`src/rtl/axi_lite_regfile_slave.sv`:
```
// ============================================================================
//  Module   : axi_lite_regfile_slave
//  Brief    : AXI4-Lite slave over a parametrised register file with byte
//             strobes, read-only mask, SLVERR decode and flattened export.
//  Revision : 1.0
// ============================================================================
`default_nettype none

module axi_lite_regfile_slave #(
   parameter int                  DATA_WIDTH = 32,
   parameter int                  ADDR_WIDTH = 7,
   parameter int                  NUM_REGS   = 32,
   parameter logic [NUM_REGS-1:0] RO_MASK    = '0
) (
   input  logic                           aclk,
   input  logic                           areset,
   input  logic [ADDR_WIDTH-1:0]          awaddr,
   input  logic [2:0]                     awprot,
   input  logic                           awvalid,
   output logic                           awready,
   input  logic [DATA_WIDTH-1:0]          wdata,
   input  logic [DATA_WIDTH/8-1:0]        wstrb,
   input  logic                           wvalid,
   output logic                           wready,
   output logic [1:0]                     bresp,
   output logic                           bvalid,
   input  logic                           bready,
   input  logic [ADDR_WIDTH-1:0]          araddr,
   input  logic [2:0]                     arprot,
   input  logic                           arvalid,
   output logic                           arready,
   output logic [DATA_WIDTH-1:0]          rdata,
   output logic [1:0]                     rresp,
   output logic                           rvalid,
   input  logic                           rready,
   output logic [NUM_REGS*DATA_WIDTH-1:0] reg_q
);

   localparam int c_STRB_W = DATA_WIDTH / 8;
   localparam int c_LSB    = $clog2(c_STRB_W);
   localparam int c_IDX_W  = ADDR_WIDTH - c_LSB;

   logic [DATA_WIDTH-1:0] r_regs [NUM_REGS];

   logic                r_aw_held;
   logic [c_IDX_W-1:0]  r_aw_idx;
   logic                r_w_held;
   logic [DATA_WIDTH-1:0] r_wdata;
   logic [c_STRB_W-1:0] r_wstrb;
   logic                r_bvalid;
   logic [1:0]          r_bresp;
   logic                r_rvalid;
   logic [DATA_WIDTH-1:0] r_rdata;
   logic [1:0]          r_rresp;

   logic                  w_aw_hs;
   logic                  w_w_hs;
   logic                  w_ar_hs;
   logic                  w_commit;
   logic [c_IDX_W-1:0]    w_wr_idx;
   logic [DATA_WIDTH-1:0] w_wr_data;
   logic [c_STRB_W-1:0]   w_wr_strb;
   logic                  w_wr_ok;
   logic [c_IDX_W-1:0]    w_rd_idx;
   logic                  w_rd_hit;
   logic [DATA_WIDTH-1:0] w_rd_data;
   logic                  w_unused;

   assign awready = !areset && !r_aw_held && !r_bvalid;
   assign wready  = !areset && !r_w_held && !r_bvalid;
   assign arready = !areset && !r_rvalid;
   assign bvalid  = r_bvalid;
   assign bresp   = r_bresp;
   assign rvalid  = r_rvalid;
   assign rdata   = r_rdata;
   assign rresp   = r_rresp;

   assign w_aw_hs  = awvalid && awready;
   assign w_w_hs   = wvalid && wready;
   assign w_ar_hs  = arvalid && arready;
   // A channel counts as available if already held or handshaking this edge.
   assign w_commit = (r_aw_held || w_aw_hs) && (r_w_held || w_w_hs);

   assign w_wr_idx  = r_aw_held ? r_aw_idx : awaddr[ADDR_WIDTH-1:c_LSB];
   assign w_wr_data = r_w_held ? r_wdata : wdata;
   assign w_wr_strb = r_w_held ? r_wstrb : wstrb;
   assign w_rd_idx  = araddr[ADDR_WIDTH-1:c_LSB];

   // Indices that match no implemented register fall through as errors.
   always_comb begin
      w_wr_ok   = 1'b0;
      w_rd_hit  = 1'b0;
      w_rd_data = '0;
      for (int i = 0; i < NUM_REGS; i++) begin
         if (w_wr_idx == c_IDX_W'(i)) w_wr_ok = !RO_MASK[i];
         if (w_rd_idx == c_IDX_W'(i)) begin
            w_rd_hit  = 1'b1;
            w_rd_data = r_regs[i];
         end
      end
   end

   always_ff @(posedge aclk or posedge areset) begin
      if (areset) begin
         r_regs <= '{default: '0};
      end else if (w_commit && w_wr_ok) begin
         for (int i = 0; i < NUM_REGS; i++) begin
            if (w_wr_idx == c_IDX_W'(i)) begin
               for (int b = 0; b < c_STRB_W; b++) begin
                  if (w_wr_strb[b]) r_regs[i][b*8 +: 8] <= w_wr_data[b*8 +: 8];
               end
            end
         end
      end
   end

   always_ff @(posedge aclk or posedge areset) begin
      if (areset) begin
         r_aw_held <= 1'b0;
         r_aw_idx  <= '0;
         r_w_held  <= 1'b0;
         r_wdata   <= '0;
         r_wstrb   <= '0;
         r_bvalid  <= 1'b0;
         r_bresp   <= 2'b00;
      end else begin
         if (w_commit) begin
            r_aw_held <= 1'b0;
            r_w_held  <= 1'b0;
            r_bvalid  <= 1'b1;
            r_bresp   <= w_wr_ok ? 2'b00 : 2'b10;
         end else begin
            if (w_aw_hs) begin
               r_aw_held <= 1'b1;
               r_aw_idx  <= awaddr[ADDR_WIDTH-1:c_LSB];
            end
            if (w_w_hs) begin
               r_w_held <= 1'b1;
               r_wdata  <= wdata;
               r_wstrb  <= wstrb;
            end
            if (r_bvalid && bready) r_bvalid <= 1'b0;
         end
      end
   end

   // Read data is sampled before any same-edge write lands.
   always_ff @(posedge aclk or posedge areset) begin
      if (areset) begin
         r_rvalid <= 1'b0;
         r_rdata  <= '0;
         r_rresp  <= 2'b00;
      end else if (w_ar_hs) begin
         r_rvalid <= 1'b1;
         r_rdata  <= w_rd_data;
         r_rresp  <= w_rd_hit ? 2'b00 : 2'b10;
      end else if (r_rvalid && rready) begin
         r_rvalid <= 1'b0;
      end
   end

   generate
      for (genvar gi = 0; gi < NUM_REGS; gi++) begin : g_flat
         assign reg_q[gi*DATA_WIDTH +: DATA_WIDTH] = r_regs[gi];
      end
   endgenerate

   assign w_unused = ^{awprot, arprot, awaddr[c_LSB-1:0], araddr[c_LSB-1:0]};

endmodule

`default_nettype wire
```
`config.mk`:
```
export PLATFORM = sky130hd
export DESIGN_NAME = axi_lite_regfile_slave
export DESIGN_NICKNAME = d
export VERILOG_FILES = /design/src/rtl/axi_lite_regfile_slave.sv
export SDC_FILE = /design/constraint.sdc
export NUM_CORES = 2
export LEC_CHECK = 0
export CORE_AREA = 3 3 444 446
export CTS_BUF_LIST = sky130_fd_sc_hd__clkbuf_16
export CTS_CLUSTER_DIAMETER = 120
export DETAILED_ROUTE_END_ITERATION = 10
export DIE_AREA = 0 0 447 449
export DONT_BUFFER_PORTS = 1
export PLACE_DENSITY = 0.5
export SYNTH_ARGS = -nofsm -noshare
export SYNTH_HDL_FRONTEND = slang
export SYNTH_SLANG_ARGS = --single-unit
export TNS_END_PERCENT = 10
```
`constraint.sdc`:
```
create_clock -name aclk -period 38.3 [get_ports aclk]
set_input_delay 3.83 -clock aclk [delete_from_list [all_inputs] [get_ports aclk]]
set_output_delay 3.83 -clock aclk [all_outputs]
set_load 0.005 [all_outputs]
```
==> metrics.yaml <==
route:
  drc: 0
  wl_per_cell_um: 43.4
  dr.pass1.iters: 6
  viasPerCell: 6.02
  drtIter0Drc: 7004
  ant_nets: 0
  drt_wl_total_um: 351000
  num_vias: 48680
synthesis:
  synth_top_family_by_area: "compound AO/OA/AOI/OAI gates"
  ys_seq_area_share_pct: 54.1
  synthCells: 5588
  synthArstFlopShare_pct: 100
  yosys.area_share.simple_pct: 15.0
  syn_area_per_cell_um2: 9.13
  synth-compound-area-share_pct: 22.4
  syn_area_um2: 51000
  yosysWarnings: 0
  ys.flop_type: "dfrtp_1"
  synth.mux.area_fraction_pct: 4.28
  yosysTopAreaCell: "dfrtp_1"
  synth_cell_types: 84
  synthAdderAreaFrac_pct: 0
  synth-xor-area-share_pct: 0
  synth-edff-count: 0
  synth.top_cells.by_count: "dfrtp_1 (1103), a21oi_1 (957), nor2_1 (915)"
  yosysMostFrequentCell: "dfrtp_1"
  synth-seq-cells: 1103
  synth_area_leaders: "dfrtp_1 (54%), a21oi_1 (9.4%), nor2_1 (6.7%)"
  synth_top_area_share_pct: 54.1
setup_path:
  critPathKind: "in2out"
  crit_arrival_ns: 4.16
  path_buf_inv: 0
  cp-start-kind: "input port"
  crit_required_ns: 34.47
  slowest_stage: "nor2_1"
  cp-end-kind: "primary output"
  worstPathMaxFanout: 6
  slowest_delay_ns: 0.30
  crit_family: "simple AND/OR/NAND/NOR gates"
  crit_chain: "nor2_1"
timing:
  drv_slew: 0
  slew_headroom_pct: 1.48
  setup_viol: 0
  max_freq_mhz: 125
  hold_violations: 0
  max_slew.worst_pin.slew_ns: 1.46
  fin_skew_ns: 0.0374
  fin_crit_sh_pct: 20.9
  final.min_clock_period_ns: 7.99
  rsz0062_at_grt: "no"
  setup_tns_ns: 0
clocking:
  numCtsBuffers: 136
  insertion_delay_ns: 0.83
  cts_tree: "yes"
  clk_path_buf_depth: 3
  path_clk_slew_ns: 0.05
  cts_sinks: 1103
  cts_max_level: 4
  post-cts-setup-buffers: 0
  cts-root-buf: "clkbuf_16"
  cts-hold-fix-buffers: 0
  ctsResizeCount: 0
final_layout:
  stdcell_count: 8084
  area_delta_synth_final_pct: 14.4
  nNetsFinal: 5511
  drive_gt1_share_pct: 11.0
min_path:
  hold_path.class: "reg2reg"
placement:
  place_congestion: 0.960
  post-dp-hpwl_um: 263000
  io_buffers: 0
  dp_cells: 7836
pwr:
  p_leak_uw: 0.0251
  vdd_drop_max_mv: 0.0656
  p_per_area_nw_per_um2: 76.3
global_route:
  grt_max_degree: 234
  grt_pass1_wl_um: 457000
  antenna_found_initial: 29
  grt_overflow: 0
  grt_pass1_vias: 44229
  grt_usage_pct: 33.8
run_status:
  violations: "max-capacitance violations"
  status: "finished with violations"
floorplanning:
  ios: 1128
  core_um2: 193000
  die-width_um: 447
  die_h_um: 449
  start_util_pct: 26.4
  rows: 161
  dieArea_um2: 201000
flow_run:
  cap_violations: 1
## routing by layer
| layer | global-route usage (%) | share of wire, % | up-vias |
|---|---|---|---|
| li1 | - | - | 19502 |
| met2 | 52.8 | 45 | 3703 |
| met1 | 40.7 | 37 | 24575 |
| met5 | 0 | 0.035 | - |
| met4 | 19.2 | 7.4 | 10 |
| met3 | 11.0 | 11 | 890 |
## layout make-up
class	instances	area (um^2)
clock buffers	138	3450
repair buffers	174	1320
multi-input cells	4012	21900
diodes	7	17.5
inverters	21	91.3
fillers	20252	135000
clock inverters	103	880
well taps	2526	3160
flip-flops and latches	1103	27600
## cells in the final DEF, fill, tap and decap left out, types with 17 or more instances in the layout
cell type / netlist / routed
a211oi_1: 35 / 35
a21oi_1: 957 / 955
a221oi_1: 42 / 42
a22oi_1: 38 / 38
a31oi_1: 23 / 23
and3_1: 23 / 23
buf_4: 26 / 173
clkbuf_16: 0 / 138
clkinv_1: 2 / 26
dfrtp_1: 1103 / 1102
inv_1: 19 / 47
mux2_2: 71 / 71
mux2i_1: 116 / 84
mux2i_4: 0 / 32
nand2_1: 553 / 552
nand2b_1: 19 / 17
nand3_1: 45 / 45
nor2_1: 915 / 905
nor2_2: 76 / 85
nor3_1: 49 / 48
o211ai_1: 26 / 26
o21ai_0: 569 / 568
o221ai_1: 48 / 48
o22ai_1: 76 / 76
o32ai_1: 17 / 17
## kinds of logic after synthesis
family                 Yosys count
other                            1
multiplexers                   197
flip-flops                    1103
AO/OA/AOI/OAI                 2002
buffers and inverters          474
AND/OR/NAND/NOR               1811
## state kept, by name, indices dropped and copies added, names as in the netlist
name       flops
reg_q       1024
r_wdata       32
rdata         32
r_aw_idx       5
r_wstrb        4
bresp          1
bvalid         1
r_aw_held      1
r_w_held       1
rresp          1
rvalid         1
## path summary, 6_finish.rpt
kind	start	end	slack (ns)	depth (start not counted)
max	areset	arready	30.31	1
max reg2reg	r_aw_held	reg_q[236]	33.87	5
min in group asynchronous	areset	rdata[23]	3.00	1
min	r_wstrb[2]	r_wstrb[2]	0.50	1
max in group asynchronous	areset	reg_q[63]	31.23	5
min reg2reg	r_wstrb[2]	r_wstrb[2]	0.50	1
## where the power goes
group	switching (uW)	total (uW)	internal (uW)
clock network	567	1290	726
logic	626	936	310
registers	707	2230	1520
## metrics by stage
stage,setup WS [ns],power [uW],instance area [um^2],utilization (%),hold WS [ns]
finish,30.31,4460,58400,30.3,0.505
floorplan,3.41,2410,51000,-,0.463
CTS,30.31,4430,58400,30.2,0.508
global placement,30.28,3110,54000,28.0,0.479
global route,30.30,4600,58400,30.2,0.523
detailed placement,30.25,3140,54000,28.0,0.495
Power figures use the tool's default switching activity.
